--- src/rtl/rs_mod_pkg.sv ---
// Shared definitions for the reliable-send flowstate modify path.
// Opcode codes and a constant-width helper.
package rs_mod_pkg;

  localparam logic [3:0] RS_OP_READ  = 4'b0000;
  localparam logic [3:0] RS_OP_WRITE = 4'b0001;
  localparam logic [3:0] RS_OP_CLEAR = 4'b1101;

  function automatic int clog2(input int v);
    int r;
    r = 0;
    while ((1 << r) < v) r++;
    return r;
  endfunction

endpackage

--- src/rtl/rs_id_fifo.sv ---
// In-order requester-ID FIFO with a combinational head.
// Push and pop may coincide, including when full.
module rs_id_fifo #(
  parameter int DEPTH = 4,
  parameter int WIDTH = 1
) (
  input  logic             clk,
  input  logic             rst,
  input  logic             push,
  input  logic [WIDTH-1:0] push_id,
  input  logic             pop,
  output logic [WIDTH-1:0] head,
  output logic             empty,
  output logic             full
);

  localparam int PW = (DEPTH > 1) ? $clog2(DEPTH) : 1;
  localparam int CW = $clog2(DEPTH + 1);

  logic [WIDTH-1:0] mem_q [DEPTH];
  logic [WIDTH-1:0] mem_d [DEPTH];
  logic [PW-1:0]    wr_q, wr_d;
  logic [PW-1:0]    rd_q, rd_d;
  logic [CW-1:0]    cnt_q, cnt_d;

  always_comb begin
    mem_d = mem_q;
    wr_d  = wr_q;
    rd_d  = rd_q;
    cnt_d = cnt_q;
    if (push) begin
      mem_d[wr_q] = push_id;
      wr_d        = wr_q + 1'b1;
    end
    if (pop) rd_d = rd_q + 1'b1;
    unique case ({push, pop})
      2'b10:   cnt_d = cnt_q + 1'b1;
      2'b01:   cnt_d = cnt_q - 1'b1;
      default: cnt_d = cnt_q;
    endcase
  end

  always_ff @(posedge clk or posedge rst) begin
    if (rst) begin
      for (int i = 0; i < DEPTH; i++) mem_q[i] <= '0;
      wr_q  <= '0;
      rd_q  <= '0;
      cnt_q <= '0;
    end else begin
      mem_q <= mem_d;
      wr_q  <= wr_d;
      rd_q  <= rd_d;
      cnt_q <= cnt_d;
    end
  end

  assign head  = mem_q[rd_q];
  assign empty = (cnt_q == '0);
  assign full  = (cnt_q == CW'(DEPTH));

endmodule

--- src/rtl/flowstate_mod_arbiter.sv ---
// Flowstate RAM modify-port arbiter: round-robin grant into one command
// stage, in-order response routing back to requesters, CLEAR lock.
module flowstate_mod_arbiter
  import rs_mod_pkg::*;
#(
  parameter int NUM_REQ         = 2,
  parameter int ADDR_WIDTH      = 10,
  parameter int VALUE_WIDTH     = 32,
  parameter int OPCODE_WIDTH    = 4,
  parameter int MAX_OUTSTANDING = 4,
  parameter logic [OPCODE_WIDTH-1:0] CLEAR_OPCODE =
    OPCODE_WIDTH'(RS_OP_CLEAR)
) (
  input  logic clk,
  input  logic rst,
  input  logic [NUM_REQ*ADDR_WIDTH-1:0]      s_req_addr,
  input  logic [NUM_REQ*(VALUE_WIDTH+1)-1:0] s_req_data,
  input  logic [NUM_REQ*OPCODE_WIDTH-1:0]    s_req_opcode,
  input  logic [NUM_REQ-1:0]                 s_req_valid,
  output logic [NUM_REQ-1:0]                 s_req_ready,
  output logic [VALUE_WIDTH:0]               s_rsp_bdata,
  output logic [NUM_REQ-1:0]                 s_rsp_bvalid,
  input  logic [NUM_REQ-1:0]                 s_rsp_bready,
  output logic [ADDR_WIDTH-1:0]              m_mod_addr,
  output logic [VALUE_WIDTH:0]               m_mod_data,
  output logic [OPCODE_WIDTH-1:0]            m_mod_opcode,
  output logic                               m_mod_valid,
  input  logic                               m_mod_ready,
  input  logic [VALUE_WIDTH:0]               m_mod_bdata,
  input  logic                               m_mod_bvalid,
  output logic                               m_mod_bready,
  output logic [$clog2(MAX_OUTSTANDING+1)-1:0] outstanding,
  output logic                               clear_busy,
  output logic                               err_orphan_rsp
);

  localparam int ID_W = clog2(NUM_REQ);
  localparam int OW   = $clog2(MAX_OUTSTANDING + 1);
  localparam int DW   = VALUE_WIDTH + 1;

  logic [ID_W-1:0]         rr_q, rr_d;
  logic [ID_W-1:0]         gnt_idx, head_id;
  logic                    gnt_found;
  logic                    stage_free, can_accept, accept;
  logic                    is_clear, rsp_pop;
  logic                    fifo_empty, fifo_full;
  logic [ADDR_WIDTH-1:0]   sel_addr;
  logic [DW-1:0]           sel_data;
  logic [OPCODE_WIDTH-1:0] sel_opcode;

  logic                    m_mod_valid_q, m_mod_valid_d;
  logic [ADDR_WIDTH-1:0]   m_mod_addr_q, m_mod_addr_d;
  logic [DW-1:0]           m_mod_data_q, m_mod_data_d;
  logic [OPCODE_WIDTH-1:0] m_mod_opcode_q, m_mod_opcode_d;
  logic [OW-1:0]           outstanding_q, outstanding_d;
  logic                    clear_busy_q, clear_busy_d;
  logic                    err_orphan_q, err_orphan_d;

  // Round-robin search starting at the pointer, wrapping past NUM_REQ-1.
  always_comb begin
    int idx;
    logic [ID_W-1:0] cand;
    idx       = 0;
    cand      = '0;
    gnt_found = 1'b0;
    gnt_idx   = '0;
    for (int k = 0; k < NUM_REQ; k++) begin
      idx = int'(rr_q) + k;
      if (idx >= NUM_REQ) idx = idx - NUM_REQ;
      cand = ID_W'(idx);
      if (!gnt_found && s_req_valid[cand]) begin
        gnt_found = 1'b1;
        gnt_idx   = cand;
      end
    end
  end

  assign sel_addr   = s_req_addr[gnt_idx*ADDR_WIDTH +: ADDR_WIDTH];
  assign sel_data   = s_req_data[gnt_idx*DW +: DW];
  assign sel_opcode = s_req_opcode[gnt_idx*OPCODE_WIDTH +: OPCODE_WIDTH];

  assign stage_free = !m_mod_valid_q || m_mod_ready;
  assign can_accept = stage_free && !clear_busy_q && !fifo_full
                   && (outstanding_q < OW'(MAX_OUTSTANDING));
  assign accept     = can_accept && gnt_found;
  assign is_clear   = accept && (sel_opcode == CLEAR_OPCODE);

  always_comb begin
    s_req_ready = '0;
    if (accept) s_req_ready[gnt_idx] = 1'b1;
  end

  // Empty FIFO means nobody owns the beat: swallow it.
  always_comb begin
    s_rsp_bvalid = '0;
    if (m_mod_bvalid && !fifo_empty) s_rsp_bvalid[head_id] = 1'b1;
    m_mod_bready = fifo_empty || s_rsp_bready[head_id];
  end

  assign rsp_pop     = m_mod_bvalid && m_mod_bready && !fifo_empty;
  assign s_rsp_bdata = m_mod_bdata;

  always_comb begin
    rr_d           = rr_q;
    m_mod_valid_d  = m_mod_valid_q;
    m_mod_addr_d   = m_mod_addr_q;
    m_mod_data_d   = m_mod_data_q;
    m_mod_opcode_d = m_mod_opcode_q;
    outstanding_d  = outstanding_q;
    clear_busy_d   = clear_busy_q;
    err_orphan_d   = err_orphan_q || (m_mod_bvalid && fifo_empty);
    if (accept) begin
      m_mod_valid_d  = 1'b1;
      m_mod_addr_d   = sel_addr;
      m_mod_data_d   = sel_data;
      m_mod_opcode_d = sel_opcode;
      rr_d = (gnt_idx == ID_W'(NUM_REQ - 1)) ? '0 : gnt_idx + 1'b1;
    end else if (m_mod_ready) begin
      m_mod_valid_d = 1'b0;
    end
    unique case ({accept, rsp_pop})
      2'b10:   outstanding_d = outstanding_q + 1'b1;
      2'b01:   outstanding_d = outstanding_q - 1'b1;
      default: outstanding_d = outstanding_q;
    endcase
    // No accepts while locked, so the CLEAR is the last one in flight.
    if (clear_busy_q) begin
      if (rsp_pop && outstanding_q == OW'(1)) clear_busy_d = 1'b0;
    end else if (is_clear) begin
      clear_busy_d = 1'b1;
    end
  end

  always_ff @(posedge clk or posedge rst) begin
    if (rst) begin
      rr_q           <= '0;
      m_mod_valid_q  <= 1'b0;
      m_mod_addr_q   <= '0;
      m_mod_data_q   <= '0;
      m_mod_opcode_q <= '0;
      outstanding_q  <= '0;
      clear_busy_q   <= 1'b0;
      err_orphan_q   <= 1'b0;
    end else begin
      rr_q           <= rr_d;
      m_mod_valid_q  <= m_mod_valid_d;
      m_mod_addr_q   <= m_mod_addr_d;
      m_mod_data_q   <= m_mod_data_d;
      m_mod_opcode_q <= m_mod_opcode_d;
      outstanding_q  <= outstanding_d;
      clear_busy_q   <= clear_busy_d;
      err_orphan_q   <= err_orphan_d;
    end
  end

  rs_id_fifo #(
    .DEPTH (MAX_OUTSTANDING),
    .WIDTH (ID_W)
  ) u_id_fifo (
    .clk     (clk),
    .rst     (rst),
    .push    (accept),
    .push_id (gnt_idx),
    .pop     (rsp_pop),
    .head    (head_id),
    .empty   (fifo_empty),
    .full    (fifo_full)
  );

  assign m_mod_valid    = m_mod_valid_q;
  assign m_mod_addr     = m_mod_addr_q;
  assign m_mod_data     = m_mod_data_q;
  assign m_mod_opcode   = m_mod_opcode_q;
  assign outstanding    = outstanding_q;
  assign clear_busy     = clear_busy_q;
  assign err_orphan_rsp = err_orphan_q;

endmodule
--- config.mk ---
export PLATFORM = sky130hd
export DESIGN_NAME = flowstate_mod_arbiter
export DESIGN_NICKNAME = d
export VERILOG_FILES = /design/src/rtl/rs_mod_pkg.sv /design/src/rtl/rs_id_fifo.sv /design/src/rtl/flowstate_mod_arbiter.sv
export SDC_FILE = /design/constraint.sdc
export NUM_CORES = 1
export LEC_CHECK = 0
export BUFFER_PORTS_ARGS = -buffer_cell sky130_fd_sc_hd__buf_4
export CAP_MARGIN = 20
export CELL_PAD_IN_SITES_DETAIL_PLACEMENT = 1
export CELL_PAD_IN_SITES_GLOBAL_PLACEMENT = 1
export CORE_ASPECT_RATIO = 1.4
export CORE_MARGIN = 2
export CORE_UTILIZATION = 30
export DETAILED_ROUTE_END_ITERATION = 8
export PLACE_DENSITY_LB_ADDON = 0.25
export SETUP_SLACK_MARGIN = 0.2
export SLEW_MARGIN = 40
export SYNTH_ARGS = -nofsm -noshare
export SYNTH_HDL_FRONTEND = slang
export SYNTH_SLANG_ARGS = --single-unit
export TNS_END_PERCENT = 100
--- constraint.sdc ---
create_clock -name clk -period 2.8 [get_ports clk]
set_input_delay 0.56 -clock clk [delete_from_list [all_inputs] [get_ports clk]]
set_output_delay 0.56 -clock clk [all_outputs]
set_load 0.05 [all_outputs]
==> results of run 1 <==
-- path summary, 6_finish.rpt --
check / to / depth (start not counted) / slack (ns) / startpoint
setup / recovery: s_req_ready[1] / 5 / 0.25 / u_id_fifo.cnt_q[2]$_DFFE_PP0P_
hold / removal: m_mod_data[26]$_DFFE_PP0P_ / 2 / 0.16 / rst
setup reg to reg: u_id_fifo.cnt_q[2]$_DFFE_PP0P_ / 9 / 0.37 / u_id_fifo.rd_q[0]$_DFFE_PP0P_
hold reg to reg: m_mod_addr[5]$_DFFE_PP0P_ / 2 / 0.48 / m_mod_addr[5]$_DFFE_PP0P_
max in group asynchronous: m_mod_valid$_DFFE_PP0P_ / 3 / 1.94 / rst
min in group clk: m_mod_addr[5]$_DFFE_PP0P_ / 2 / 0.48 / m_mod_addr[5]$_DFFE_PP0P_
-- sequential cells by signal, indices dropped and copies added (netlist names) --
| register | flops |
|---|---|
| m_mod_data | 33 |
| m_mod_addr | 10 |
| m_mod_opcode | 4 |
| u_id_fifo.mem_q | 4 |
| outstanding | 3 |
| u_id_fifo.cnt_q | 3 |
| u_id_fifo.rd_q | 2 |
| u_id_fifo.wr_q | 2 |
| clear_busy | 1 |
| err_orphan_rsp | 1 |
| m_mod_valid | 1 |
| rr_q | 1 |
-- placed cells by master, fill, tap and decap left out, drive strengths merged, types with 2 or more instances in the layout --
cell type,synthesis,layout
xnor2,5,5
o31ai,4,4
o21ai,53,53
mux2,3,3
dfrtp,65,65
nor2,7,7
mux2i,50,50
a21oi,2,2
inv,13,14
ha,10,10
nand4b,2,2
o311ai,2,2
clkbuf,10,12
buf,41,167
nand2,51,51
xor2,4,4
nor3b,2,2
-- cell usage after synthesis (2+ instances only) --
library cell | count | share of area
sky130_fd_sc_hd__a21oi_1 | 2 | 0.0029
sky130_fd_sc_hd__buf_2 | 5 | 0.0073
sky130_fd_sc_hd__buf_4 | 33 | 0.072
sky130_fd_sc_hd__buf_6 | 2 | 0.0066
sky130_fd_sc_hd__clkbuf_1 | 10 | 0.011
sky130_fd_sc_hd__dfrtp_1 | 65 | 0.48
sky130_fd_sc_hd__ha_1 | 10 | 0.037
sky130_fd_sc_hd__inv_1 | 13 | 0.014
sky130_fd_sc_hd__mux2_2 | 2 | 0.0066
sky130_fd_sc_hd__mux2i_1 | 50 | 0.15
sky130_fd_sc_hd__nand2_1 | 51 | 0.056
sky130_fd_sc_hd__nand4b_1 | 2 | 0.0051
sky130_fd_sc_hd__nor2_1 | 7 | 0.0077
sky130_fd_sc_hd__nor3b_1 | 2 | 0.0044
sky130_fd_sc_hd__o21ai_0 | 52 | 0.076
sky130_fd_sc_hd__o311ai_0 | 2 | 0.0051
sky130_fd_sc_hd__o31ai_1 | 4 | 0.0088
sky130_fd_sc_hd__xnor2_1 | 5 | 0.013
sky130_fd_sc_hd__xor2_1 | 4 | 0.010
-- layout make-up --
type,count,area [um2]
Fill cell,1300,6370
Sequential cell,65,1630
Multi-Input combinational cell,205,1420
Timing Repair Buffer,167,1270
Clock buffer,12,246
Tap cell,144,180
Clock inverter,4,51.3
Inverter,13,48.8
-- logic make-up (layout without fill, tap and decap cells) --
| logic type | count (synthesis) | in the layout |
|---|---|---|
| compound gates | 64 | 64 |
| xor+xnor | 9 | 9 |
| fa+ha+maj | 10 | 10 |
| buf+inv | 64 | 196 |
| flops | 65 | 65 |
| mux | 54 | 54 |
| simple gates | 68 | 68 |
-- per-layer routing --
metal	vias to the layer above	GRT usage	share of wire	routed length [um]
met5	-	0	0	0
met4	0	0.0597	0.018	161
met3	23	0.0554	0.077	703
met2	105	0.274	0.53	4840
met1	1316	0.170	0.38	3480
li1	1346	-	-	-
-- worst max-delay path, stage by stage, from the launching register on --
cell	delay (ns)
sky130_fd_sc_hd__dfrtp_1	0.42
sky130_fd_sc_hd__nor3b_1	0.16
sky130_fd_sc_hd__or4b_4	0.56
sky130_fd_sc_hd__buf_8	0.20
sky130_fd_sc_hd__nor2_2	0.15
sky130_fd_sc_hd__buf_6	0.18
-- power breakdown --
group	internal, W	leakage (nW)	switching, W
logic	0.00118	1.58	0.00243
registers	0.00142	0.789	0.000324
clock network	0.000715	0.143	0.000395
total	0.00332	2.51	0.00315
-- metrics by stage --
| stage | hold slack (ns) | std cells | util |
|---|---|---|---|
| 3_5_place_dp | 0.471 | 594 | 0.404 |
| 6_report | 0.157 | 610 | 0.432 |
| 5_1_grt | 0.160 | 610 | 0.432 |
| 4_1_cts | 0.155 | 610 | 0.431 |
| 3_3_place_gp | 0.463 | 594 | 0.404 |
| 2_1_floorplan | 0.453 | 334 | - |
==> flow_summary.toml, run 1 <==
[synthesis]
synthMuxAreaShare = 0.164
synth.distinct_cells = 32
postSynthAreaPerCell_um2 = 10.2
synthesis.yosys.warnings = 0
ys_async_sr_fraction = 1.00
synth_edf_count = 0
dominantRegCellSynth = "sky130_fd_sc_hd__dfrtp_1"
syn-instance-count = 334
synth.ff_latch_count = 65
synth_area_mm2 = 0.00342
mappedNetlistNets = 479
complex_gate_fraction_of_the_synthesized_area = 0.101
post_synth_and_or_nand_nor_area_fraction = 0.0867
synth_seq_area_share = 0.476
synth_top_family_by_area = "multiplexers"
synth-xor-area-share = 0.0231
post_synth_fa_ha_maj_area_fraction = 0.0366

[routing]
number_of_vias_per_cell_after_detailed_routing = 4.57
post_dr_wirelength_cell_um = 15.1
drt_wl_total_mm = 9.18
drt-pass1-iter-count = 2
antenna_violating_nets_remaining = 0
drt_drc_violations_left = 0
dr.first_iter.drc_count = 75
routed-via-count = 2790

[timing]
setup_viol_count_final = 0
slew_violations = 0
worst_path_setup_slack_after_routing_ns = 0.254
fmax_mhz = 393
relSlewSlack = 0.592
timing.clock.skew_ns = 0.00553
period_utilisation_layout = 0.909
slew_of_the_pin_with_the_lowest_slew_margin_ns = 0.612
period_minus_slack_ns = 2.55
rsz0062_at_grt = "true"
hold_violations = 0
tns_ns = 0

[hold_path]
holdCritPathClass = "in -> async"

[critical_path]
timing.critical_path.to_type = "output pin"
endpoint_required_time_on_the_critical_path_ns = 2.24
critical_path_class = "reg -> out"
arrival_ns = 1.99
timing.critical_path.from_type = "flop"
critical_path_peak_fanout = 39

[clock_tree]
cts_max_path_buffers = 2
cts-root-buf = "sky130_fd_sc_hd__clkbuf_16"
tritoncts.num_buffers = 9
cts_tree = "yes"
post-cts-setup-buffer-count = 0
clkTransAtPathRegs_ns = 0.05
post_cts_resize_count = 1
insertion_delay_ns = 0.33
number_of_buffers_added_to_fix_hold_violations_after_cts = 0
tritoncts_num_sinks = 65
cts.htree.levels = 3

[floorplanning]
num_rows = 46
initial_utilization = 0.305
core_area_mm2 = 0.0112
overall_die_area_mm2 = 0.0123
dieHeight_um = 130
die_width_um = 94.2
io_pins = 226

[power]
p_leak_nw = 2.51
power.density_cell_area_mw_per_mm2 = 1330
fin_total_pwr_w = 0.00646
vdd_ir_drop_max_mv = 0.621

[global_routing]
grt_pass1_wl_mm = 14.6
grt_start_max_net_pins = 73
global_route_total_overflow = 0
grt_antenna_before_repair = 0
vias_in_the_first_global_route = 2975
grt_util_all_layers = 0.155

[finish]
design_area_mm2 = 0.00485
antenna-diode-count = 0
fraction_of_layout_instances_using_a_drive_strength_above_1 = 0.412
nets = 606
areaGrowthSynthToFinish_pct = 41.8

[placed_design]
placedInstanceArea_mm2 = 0.00454
pre_cts_slack_ns = 0.295
placement.io_buffers = 159
hpwlAfterDp_mm = 7.29
gp_congestion = 0.726

[status]
run_status = "completed"

[run]
timing.max_cap.violations = 0
(Power assumes the default switching activity.)
==> run 2: changes to the inputs <==
--- a/config.mk
+++ b/config.mk
@@ -10,11 +10,11 @@
 export CELL_PAD_IN_SITES_DETAIL_PLACEMENT = 1
 export CELL_PAD_IN_SITES_GLOBAL_PLACEMENT = 1
 export CORE_ASPECT_RATIO = 1.4
-export CORE_MARGIN = 2
+export CORE_MARGIN = 8
 export CORE_UTILIZATION = 30
 export DETAILED_ROUTE_END_ITERATION = 8
 export PLACE_DENSITY_LB_ADDON = 0.25
-export SETUP_SLACK_MARGIN = 0.2
+export SKIP_CTS_REPAIR_TIMING = 1
 export SLEW_MARGIN = 40
 export SYNTH_ARGS = -nofsm -noshare
 export SYNTH_HDL_FRONTEND = slang
==> flow_summary.toml, run 2 (same netlist as run 1, synthesis figures left out) <==
[status]
run_status = "completed"

[routing]
drt_drc_violations_left = 0
drt-pass1-iter-count = 3
post_dr_wirelength_cell_um = 16.4
dr.first_iter.drc_count = 36
number_of_vias_per_cell_after_detailed_routing = 4.58
routed-via-count = 2789
antenna_violating_nets_remaining = 0
drt_wl_total_mm = 9.98

[global_routing]
grt_start_max_net_pins = 67
globalRouteMet2Util = 0.237
grt_antenna_before_repair = 0
grt_util_met1 = 0.130
grt_use_met3 = 0.0644
grt_pass1_wl_mm = 16.0
vias_in_the_first_global_route = 3211
global_route_total_overflow = 0
grt_util_all_layers = 0.133
grt-busiest-layer = "met2"

[timing]
hold_violations = 0
rsz0062_at_grt = "false"
relSlewSlack = 0.613
slew_violations = 0
timing.clock.skew_ns = 0.00641
tns_ns = 0
period_minus_slack_ns = 2.44
setup_viol_count_final = 0
hold_slack_ns = 0.239
period_utilisation_layout = 0.870
fmax_mhz = 411
slew_of_the_pin_with_the_lowest_slew_margin_ns = 0.581

[finish]
nets = 606
fraction_of_layout_instances_using_a_drive_strength_above_1 = 0.404
leading_cell_type_in_the_layout_fill_and_taps_excluded = "sky130_fd_sc_hd__buf_4"
largest_register_ffs = 33
antenna-diode-count = 0
layout.core_utilization = 0.430
areaGrowthSynthToFinish_pct = 41.1
layoutNonFillerInstCount = 609
top_library_cells_by_usage_in_the_layout_fill_and_taps_aside = "sky130_fd_sc_hd__buf_4, sky130_fd_sc_hd__dfrtp_1, sky130_fd_sc_hd__o21ai_0"

[clock_tree]
clkTransAtPathRegs_ns = 0.05
tritoncts_num_sinks = 65
insertion_delay_ns = 0.32
cts_max_path_buffers = 2
cts_tree = "yes"
tritoncts.num_buffers = 9
cts-root-buf = "sky130_fd_sc_hd__clkbuf_16"
cts.htree.levels = 3

[placed_design]
placement.io_buffers = 159
number_of_cells_after_detailed_placement = 594
hpwlAfterDp_mm = 8.05
gp_congestion = 0.747

[floorplanning]
num_rows = 46
initial_utilization = 0.305
core_area_mm2 = 0.0112
dieHeight_um = 142
overall_die_area_mm2 = 0.0151
die_width_um = 106
io_pins = 226

[critical_path]
critical-path-slowest-cell = "sky130_fd_sc_hd__or4b_4"
cp-startpoint = "u_id_fifo.cnt_q[2]$_DFFE_PP0P_"
r2r_start = "u_id_fifo.cnt_q[2]$_DFFE_PP0P_"
max_stage_delay_ns = 0.59
endpoint_required_time_on_the_critical_path_ns = 2.24
arrival_ns = 1.88
critical_path_peak_fanout = 6
timing.critical_path.from_type = "flop"
critical_path_class = "reg -> out"
path_cells = "nor3b_1 > or4b_4 > nor2_1 > buf_4"
timing.critical_path.to_type = "output pin"

[power]
fin_total_pwr_w = 0.00643
vdd_ir_drop_max_mv = 0.493
clkPwrFrac = 0.171
power.share.sequential = 0.270
power.switching_fraction = 0.485
intPower_w = 0.00331
power.density_cell_area_mw_per_mm2 = 1330
combinationalPowerShare = 0.559
netSwitchingPower_w = 0.00312
p_leak_nw = 2.51

[run]
timing.max_cap.violations = 0

[hold_path]
holdCritPathClass = "in -> async"
run 2: layer usage:
metal	up-vias	wire (um)
li1	1348	-
met1	1317	3700
met2	111	5290
met3	13	887
met4	0	108
met5	-	0
run 2: final timing paths:
| kind | depth (start not counted) | end | slack, ns |
|---|---|---|---|
| max | 4 | s_req_ready[1] | 0.36 |
| max in group asynchronous | 3 | m_mod_data[22]$_DFFE_PP0P_ | 1.85 |
| max reg2reg | 9 | u_id_fifo.cnt_q[2]$_DFFE_PP0P_ | 0.39 |
| min in group clk | 2 | m_mod_data[9]$_DFFE_PP0P_ | 0.48 |
| min reg2reg | 2 | m_mod_data[9]$_DFFE_PP0P_ | 0.48 |
| min | 2 | m_mod_data[0]$_DFFE_PP0P_ | 0.24 |
run 2: critical path: cells and delay by family (launching register included):
kind | cells | cell delay (ns)
simple gates | 3 | 0.92
flops | 1 | 0.42
buf+inv | 1 | 0.23
run 2: layout make-up:
class / instances / area (um2)
Clock buffer: 12 / 256
Clock inverter: 3 / 40.0
Fill cell: 1287 / 6400
Inverter: 13 / 48.8
Multi-Input combinational cell: 205 / 1420
Sequential cell: 65 / 1630
Tap cell: 144 / 180
Timing Repair Buffer: 167 / 1250
run 2: metrics by stage:
stage | worst slack [ns] | instance area (um2)
5_1_grt | 0.216 | 4820
4_1_cts | 0.342 | 4820
2_1_floorplan | 0.0346 | 3420
3_3_place_gp | 0.330 | 4530
3_5_place_dp | 0.274 | 4530
6_report | 0.365 | 4820
run 2: power by group through the flow:
stage	sequential, W	clock [W]	combinational (W)
after floorplan	0.00298	0	0.00138
after global placement	0.00171	0	0.00362
after detailed placement	0.00175	0	0.00367
after CTS	0.00174	0.00114	0.00367
after global routing	0.00180	0.00118	0.00389
final	0.00174	0.00110	0.00359
